<file path="src/rtl/piso_shiftreg_pkg.sv">
// Shared definitions for the parallel register / serial link family:
// transmitter state encoding and the default word width.
package piso_shiftreg_pkg;

    typedef enum logic {
        IDLE  = 1'b0,
        SHIFT = 1'b1
    } piso_state_e;

    localparam int PISO_WIDTH_DEFAULT = 8;

    function automatic int piso_count_width(input int width);
        return (width <= 2) ? 1 : $clog2(width);
    endfunction

endpackage

</file>
<file path="src/rtl/piso_bitcount.sv">
// Bit position counter for the serial transmitter: runs 0..WIDTH-1 and
// flags the final bit of a word.
module piso_bitcount
    import piso_shiftreg_pkg::*;
#(
    parameter int WIDTH = PISO_WIDTH_DEFAULT,
    localparam int CW   = piso_count_width(WIDTH)
) (
    input  logic clk,
    input  logic clear,
    input  logic start,
    input  logic enable,
    output logic last
);

    localparam logic [CW-1:0] LAST_IDX = CW'(WIDTH - 1);

    logic [CW-1:0] count_q;
    logic [CW-1:0] count_d;

    always_comb begin
        count_d = count_q;
        if (start) begin
            count_d = '0;
        end else if (enable && !last) begin
            count_d = count_q + CW'(1);
        end
    end

    // Saturates at the last index so the count can never run past WIDTH-1.
    assign last = (count_q == LAST_IDX);

    always_ff @(posedge clk or posedge clear) begin
        if (clear) begin
            count_q <= '0;
        end else begin
            count_q <= count_d;
        end
    end

endmodule

</file>
<file path="src/rtl/piso_shiftreg.sv">
// Parallel-in serial-out transmitter: accepts a WIDTH-bit word on load&ready
// and drives it onto sout one bit per clock with a frame strobe and done pulse.
module piso_shiftreg
    import piso_shiftreg_pkg::*;
#(
    parameter int WIDTH     = PISO_WIDTH_DEFAULT,
    parameter bit MSB_FIRST = 1'b1
) (
    input  logic             clk,
    input  logic             clear,
    input  logic             load,
    input  logic [WIDTH-1:0] D,
    output logic             ready,
    output logic             sout,
    output logic             sframe,
    output logic             done
);

    // Handshake: a word is taken on any rising edge where load and ready are
    // both high. ready depends only on registered state, never on load or D;
    // a load seen while ready is low is dropped, not queued.

    piso_state_e      state_q;
    piso_state_e      state_d;
    logic [WIDTH-1:0] shreg_q;
    logic [WIDTH-1:0] shreg_d;
    logic             accept;
    logic             cnt_start;
    logic             cnt_en;
    logic             cnt_last;

    function automatic logic out_bit(input logic [WIDTH-1:0] w);
        return MSB_FIRST ? w[WIDTH-1] : w[0];
    endfunction

    function automatic logic [WIDTH-1:0] shift_once(input logic [WIDTH-1:0] w);
        return MSB_FIRST ? {w[WIDTH-2:0], 1'b0} : {1'b0, w[WIDTH-1:1]};
    endfunction

    piso_bitcount #(
        .WIDTH (WIDTH)
    ) u_bitcount (
        .clk    (clk),
        .clear  (clear),
        .start  (cnt_start),
        .enable (cnt_en),
        .last   (cnt_last)
    );

    always_comb begin
        ready     = (state_q == IDLE) || ((state_q == SHIFT) && cnt_last);
        accept    = load && ready;
        state_d   = state_q;
        shreg_d   = shreg_q;
        cnt_start = 1'b0;
        cnt_en    = 1'b0;

        if (accept) begin
            state_d   = SHIFT;
            shreg_d   = D;
            cnt_start = 1'b1;
        end else begin
            case (state_q)
                SHIFT: begin
                    if (cnt_last) begin
                        // Zeroing the register is what returns sout to 0 in IDLE.
                        state_d   = IDLE;
                        shreg_d   = '0;
                        cnt_start = 1'b1;
                    end else begin
                        shreg_d = shift_once(shreg_q);
                        cnt_en  = 1'b1;
                    end
                end
                default: begin
                    state_d = IDLE;
                end
            endcase
        end
    end

    // Outputs are taken straight from flops: the output end of the shift
    // register and the state bit.
    assign sout   = out_bit(shreg_q);
    assign sframe = (state_q == SHIFT);
    assign done   = (state_q == SHIFT) && cnt_last;

    always_ff @(posedge clk or posedge clear) begin
        if (clear) begin
            state_q <= IDLE;
            shreg_q <= '0;
        end else begin
            state_q <= state_d;
            shreg_q <= shreg_d;
        end
    end

endmodule

</file>
<file path="config.mk">
export PLATFORM = sky130hd
export DESIGN_NAME = piso_shiftreg
export DESIGN_NICKNAME = d
export VERILOG_FILES = /design/src/rtl/piso_shiftreg_pkg.sv /design/src/rtl/piso_bitcount.sv /design/src/rtl/piso_shiftreg.sv
export SDC_FILE = /design/constraint.sdc
export NUM_CORES = 1
export LEC_CHECK = 0
export BUFFER_PORTS_ARGS = -buffer_cell sky130_fd_sc_hd__buf_4
export CAP_MARGIN = 20
export CELL_PAD_IN_SITES_DETAIL_PLACEMENT = 0
export CELL_PAD_IN_SITES_GLOBAL_PLACEMENT = 1
export CORE_MARGIN = 8
export CORE_UTILIZATION = 43
export CTS_CLUSTER_SIZE = 40
export DETAILED_ROUTE_END_ITERATION = 10
export PLACE_DENSITY_LB_ADDON = 0.1
export SLEW_MARGIN = 40
export SYNTH_ARGS = -nofsm -noshare
export SYNTH_HDL_FRONTEND = slang
export SYNTH_SLANG_ARGS = --single-unit
</file>
<file path="constraint.sdc">
create_clock -name clk -period 4.8 [get_ports clk]
set_input_delay 0.24 -clock clk [delete_from_list [all_inputs] [get_ports clk]]
set_output_delay 0.24 -clock clk [all_outputs]
set_load 0.05 [all_outputs]
</file>
==> summary.txt, run 1 <==
Global routing
  • Grt total ovfl: 0
  • First-pass GRT wire length: 2.08 mm
  • Gr usage total: 0.0934
  • Vias in the first global route: 469
  • Initial antenna violation count: 0
  • Largest net degree at the start of global routing: 22

Clock network
  • CTS Hold Bufs: 0
  • Clock Sinks: 12
  • Post-CTS Resized: 0
  • H-tree depth: 1
  • Number of setup buffers added after CTS: 0
  • Clock Pin Slew Worst Setup and Hold Paths: 0.07 ns
  • CTS buffer count: 3
  • Insertion delay to the later sink of the worst-skew pair: 0.26 ns
  • Clk buf depth: 2
  • CTS tree: built
  • CTS root buffer: clkbuf_4

Layout
  • Fin util: 0.519
  • Diodes inserted: 0
  • Commonest non-fill, non-tap cell in the layout: buf_4
  • Nets: 81
  • Most frequent cells in the layout: 14 x buf_4, 12 x dfrtp_1, 9 x nor3b_1
  • Area growth syn-to-layout: 16.9%
  • Share of cells above drive strength 1: 0.400

Route
  • Via/cell ratio: 5.69
  • Pre-antenna DRT Iters: 2
  • Avg WL per Cell: 14.9 µm
  • DR vias: 461
  • First DRT Iteration DRCs: 3
  • Total Wirelength: 1.21 mm
  • DRT antenna net count: 0
  • # DRC: 0

Synthesis
  • Yosys cell types: 15
  • Avg Cell Area, Syn: 12.3 µm²
  • Seq/Total Area, Yosys: 0.460
  • Synthesized cell area: 653 µm²
  • Yosys warnings: 0
  • Synthesized instance count: 53
  • Synthesized Nets: 67
  • Seq cells post-synth: 12

Run
  • Max-Cap Viols: 0

STA
  • Rel. slew slack: 0.624
  • Final hold violations: 12
  • Worst Max-Slew Pin Slew: 0.564 ns
  • Minimum clock period: 2.01 ns
  • # setup viols final: 0
  • RSZ-0062 raised after global routing: no
  • Fmax: 498 MHz
  • Post-route setup TNS: 0 ns
  • Worst hold margin: -0.0143 ns
  • Final cycle utilization of the critical path: 0.419
  • Max-slew violation total from the final report: 0
  • Final Skew: 0.000328 ns

Floorplan
  • Die ar.: 3020 µm²
  • Die height: 55.0 µm
  • Core Area: 1470 µm²
  • I/O pin cnt: 15
  • Initial Util: 0.444
  • Die X-Extent: 55.0 µm
  • Row count: 14

Critical path
  • Crit path max fanout: 10
  • CP Class: reg2out
  • Worst setup SP type: register
  • Crit path from: u_bitcount.count_q[0]$_DFFE_PP0P_
  • Start of the worst register-to-register path: u_bitcount.count_q[0]$_DFFE_PP0P_
  • Worst reg2reg path depth: 4
  • Crit path top cell by count: ha_1
  • CP max-delay cell: dfrtp_1
  • Worst r2r dst: shreg_q[7]$_DFFE_PP0P_
  • Worst setup path endpoint: ready
  • Worst Setup End Kind: output pin
  • Flop-to-flop setup slack: 3.04 ns
  • CP Cell Sequence: ha_1, ha_1, nand2b_1, buf_4
  • CP max stage delay: 0.39 ns
  • WP data arrival: 1.77 ns
  • WP data required: 4.56 ns

Outcome
  • Failing checks: negative hold slack
  • Status: complete, but fails checks

Place
  • GPL Wtd Cong: 0.643
  • Hpwl dp: 852 µm
  • PortBufs: 14

Power and ir drop
  • Pwr Density: 551 nW/µm²
  • Maximum vdd drop: 0.000310 V
  • Leak: 0.000370 µW

Worst hold path
  • Worst min path class: in2async
[metrics by stage]
| step | total power, µW | instance area, µm² | setup WS, ns | hold slack [ns] | cells |
|---|---|---|---|---|---|
| 6_report | 420 | 763 | 2.79 | -0.0143 | 81 |
| 5_1_grt | 455 | 763 | 2.65 | 0.0200 | 81 |
| 4_1_cts | 428 | 763 | 2.76 | 0.00170 | 81 |
| 3_5_place_dp | 368 | 741 | 3.03 | 0.294 | 78 |
| 3_3_place_gp | 365 | 741 | 3.06 | 0.288 | 78 |
| 2_1_floorplan | 330 | 653 | 3.19 | 0.105 | 53 |
[power by group]
| group | switching (µW) | internal (µW) |
|---|---|---|
| clock | 30.4 | 28.9 |
| sequential | 27.0 | 140 |
| combinational | 98.3 | 95.9 |
[registers in the layout, indices dropped and copies added (netlist names)]
name and count:
shreg_q 8, u_bitcount.count_q 3, sframe 1
[layer usage]
layer	track usage	wire length (µm)
met1	0.118	549
met2	0.142	570
met3	0.0267	81
met4	0.0480	5
met5	0	0
[worst max-delay path, delay by kind of cell, from the launching register on]
kind	cells	cell delay [ns]
DFF	1	0.39
and+or+nand+nor	1	0.34
adders and majority gates	2	0.48
buffers and inverters	1	0.30
[how the worst min path moves through the flow]
stage | startpoint | end | slack, ns | depth (start not counted)
2_1_floorplan | clear | sframe$_DFF_PP0_ | 0.10 | 1
3_3_place_gp | clear | shreg_q[1]$_DFFE_PP0P_ | 0.29 | 2
3_5_place_dp | clear | shreg_q[1]$_DFFE_PP0P_ | 0.29 | 2
4_1_cts | clear | shreg_q[1]$_DFFE_PP0P_ | 0.002 | 2
5_1_grt | clear | shreg_q[1]$_DFFE_PP0P_ | 0.02 | 2
6_report | clear | shreg_q[1]$_DFFE_PP0P_ | -0.01 | 2
[synth_stat cells]
master    instances  share of area
dfrtp_1          12           0.46
nand2b_1          2          0.019
a32o_1            1          0.015
nor3b_1           9           0.10
buf_2             3          0.023
mux2_2            1          0.017
inv_1             1         0.0057
buf_6             2          0.034
a21o_1            2          0.023
and2_2            1          0.011
a311o_1           7           0.11
and3b_2           7           0.11
ha_1              3          0.057
nor2_1            1         0.0057
nor2b_1           1         0.0096
[area by class of cell]
class	instances	area, µm²
multi-input combinational	35	312
timing repair buffer	14	105
tap	16	20.0
sequential	12	300
inverter	1	3.75
fill	142	708
clock buffer	3	22.5
[logic make-up after synthesis]
family | count (synthesis) | share of synthesized area
DFF | 12 | 0.460
buffers and inverters | 6 | 0.0632
and+or+nand+nor | 21 | 0.257
adders and majority gates | 3 | 0.0575
muxes | 1 | 0.0172
AOI/OAI and AO/OA | 10 | 0.146
No activity file was read; power rests on OpenSTA's default activity.
==> inputs of run 2 (changes only) <==
Settings changed: CORE_UTILIZATION 43 to 40.
Clock period 4.8 ns to 1.9 ns, I/O delays scaled along.
==> run 2 against run 1 <==
  * The run now ends clean
  * Power increased to 2.6 times the previous value
  * Die area is 5.3% higher
  * Global-route usage fell by 0.84 points
  * Largest cell class unchanged
  * Largest power group unchanged
==> summary.txt, run 2 (same netlist as run 1, synthesis figures left out) <==
Floorplan
  • Row count: 14 (unchanged)
  • Die height: 56.4 µm (was 55.0 µm)
  • Die ar.: 3180 µm² (was 3020 µm²)
  • Initial Util: 0.429 (was 0.444)
  • Core Area: 1520 µm² (was 1470 µm²)
  • Die X-Extent: 56.4 µm (was 55.0 µm)
  • I/O pin cnt: 15 (unchanged)

Critical path
  • Crit path max fanout: 10 (unchanged)
  • WP data required: 1.80 ns (was 4.56 ns)
  • CP max stage delay: 0.38 ns (was 0.39 ns)
  • Worst setup SP type: register (unchanged)
  • WP data arrival: 1.68 ns (was 1.77 ns)
  • Crit path top cell by count: ha_1 (unchanged)
  • CP Class: reg2out (unchanged)
  • CP Cell Sequence: ha_1, ha_1, nand2b_1, buf_4 (unchanged)
  • Worst Setup End Kind: output pin (unchanged)
  • CP max-delay cell: dfrtp_1 (unchanged)

Global routing
  • Largest net degree at the start of global routing: 20 (was 22)
  • First-pass GRT wire length: 2.21 mm (was 2.08 mm)
  • Gr busiest metal: met2 (unchanged)
  • GR Util met2: 0.124 (was 0.142)
  • Gr usage total: 0.0850 (was 0.0934)
  • Initial antenna violation count: 0 (unchanged)
  • Met3 usage: 0.0337 (was 0.0267)
  • GR met1 Demand/Resource: 0.102 (was 0.118)
  • Grt total ovfl: 0 (unchanged)
  • Vias in the first global route: 486 (was 469)

Place
  • Hpwl dp: 894 µm (was 852 µm)
  • PortBufs: 14 (unchanged)
  • Placed insts: 80 (was 78)
  • Placed instance area: 756 µm² (was 741 µm²)
  • GPL Wtd Cong: 0.717 (was 0.643)

STA
  • Final Skew: 0.00253 ns (was 0.000328 ns)
  • Fmax: 565 MHz
  • RSZ-0062 raised after global routing: no (unchanged)
  • Worst Max-Slew Pin Slew: 0.481 ns (was 0.564 ns)
  • Rel. slew slack: 0.679 (was 0.624)
  • # setup viols final: 0 (unchanged)
  • Final hold violations: 0 (was 12)
  • Final cycle utilization of the critical path: 0.932
  • Post-route setup TNS: 0 ns (unchanged)
  • Minimum clock period: 1.77 ns
  • Max-slew violation total from the final report: 0 (unchanged)

Layout
  • Fillers: 148 (was 142)
  • Share of cells above drive strength 1: 0.412 (was 0.400)
  • Multi-input logic area: 312 µm² (unchanged)
  • Most frequent cells in the layout: 16 x buf_4, 12 x dfrtp_1, 9 x nor3b_1 (was 14 x buf_4, 12 x dfrtp_1, 9 x nor3b_1)
  • Area growth syn-to-layout: 20.7% (was 16.9%)
  • Final Instance Area: 788 µm² (was 763 µm²)
  • Non-Filler Instances: 84 (was 81)
  • Commonest non-fill, non-tap cell in the layout: buf_4 (unchanged)
  • Diodes inserted: 0 (unchanged)
  • Largest register by flop count: shreg_q (unchanged)
  • FF+latch area: 300 µm² (unchanged)
  • Nets: 84 (was 81)
  • Fin util: 0.517 (was 0.519)
  • Max reg flops: 8 (unchanged)

Clock network
  • Insertion delay to the later sink of the worst-skew pair: 0.27 ns (was 0.26 ns)
  • Clk buf depth: 2 (unchanged)
  • CTS root buffer: clkbuf_4 (unchanged)
  • Number of setup buffers added after CTS: 0 (unchanged)
  • CTS tree: built (unchanged)
  • Clock Sinks: 12 (unchanged)
  • Clock Pin Slew Worst Setup and Hold Paths: 0.07 ns (about the same)
  • H-tree depth: 1 (unchanged)
  • CTS buffer count: 3 (unchanged)

Power and ir drop
  • Clock power frac: 0.141 (about the same)
  • Cell internal pwr: 682 µW (was 265 µW)
  • Maximum vdd drop: 0.000653 V (was 0.000310 V)
  • Sequential power share: 0.370 (was 0.397)
  • Pwr Density: 1380 nW/µm² (was 551 nW/µm²)
  • Combinational share of power: 0.488 (was 0.462)
  • P_sw: 405 µW (was 156 µW)
  • Leak: 0.000384 µW (was 0.000370 µW)
  • Sw Share: 0.373 (was 0.370)

Route
  • First DRT Iteration DRCs: 5 (was 3)
  • Via/cell ratio: 5.58 (was 5.69)
  • Total Wirelength: 1.27 mm (was 1.21 mm)
  • # DRC: 0 (unchanged)
  • Avg WL per Cell: 15.1 µm (was 14.9 µm)
  • Pre-antenna DRT Iters: 4 (was 2)
  • DR vias: 469 (was 461)
  • DRT antenna net count: 0 (unchanged)

Run
  • Max-Cap Viols: 0 (unchanged)

Outcome
  • Status: finished clean (was complete, but fails checks)

Worst hold path
  • Worst min path class: in2reg (was in2async)
-- run 2: critical path, delay by kind of cell, from the launching register on --
family | cells | cell delay [ns]
adders and majority gates | 2 | 0.40
DFF | 1 | 0.38
buffers and inverters | 1 | 0.29
and+or+nand+nor | 1 | 0.33
-- run 2: layout make-up --
type                       count  area share
tap                           16      0.0254
multi-input combinational     35       0.395
sequential                    12       0.381
clock buffer                   3      0.0286
inverter                       1     0.00476
timing repair buffer          17       0.165
-- run 2: final timing paths --
kind	start	cells past startpoint	slack (ns)	end
min in group asynchronous	clear	3	0.40	shreg_q[1]$_DFFE_PP0P_
worst min register to register	shreg_q[0]$_DFFE_PP0P_	1	0.49	shreg_q[0]$_DFFE_PP0P_
worst max register to register	u_bitcount.count_q[0]$_DFFE_PP0P_	4	0.24	shreg_q[6]$_DFFE_PP0P_
worst max-delay path	u_bitcount.count_q[0]$_DFFE_PP0P_	4	0.13	ready
max in group asynchronous	clear	3	1.17	shreg_q[7]$_DFFE_PP0P_
worst min-delay path	D[1]	2	0.08	shreg_q[1]$_DFFE_PP0P_
-- run 2: what timing repair did --
| action | CTS | global route |
|---|---|---|
| endpoints found under the setup margin | 0 | 0 |
| gates resized for setup | 0 | 0 |
| hold buffers | 1 | 0 |
| hold endpoints to repair | 12 | 0 |
-- run 2: routing by layer --
metal / vias to the layer above / routed length (µm)
met5: - / 0
met4: 0 / 18
li1: 230 / -
met1: 224 / 580
met2: 13 / 571
met3: 2 / 96
-- run 2: stage by stage --
stage                     power [µW]  setup WS (ns)  hold slack (ns)
after global routing            1160         0.0564           0.0632
after global placement           937          0.270            0.147
after floorplan                  833          0.289          -0.0403
after CTS                       1110          0.115           0.0670
after detailed placement         941          0.243            0.154
final                           1090          0.129           0.0754
-- run 2: power by group through the flow --
stage | Sequential [µW] | Clock, µW | Combinational, µW
6_report | 402 | 154 | 531
5_1_grt | 416 | 171 | 576
4_1_cts | 403 | 166 | 537
3_5_place_dp | 408 | 0 | 533
3_3_place_gp | 403 | 0 | 533
2_1_floorplan | 445 | 0 | 388
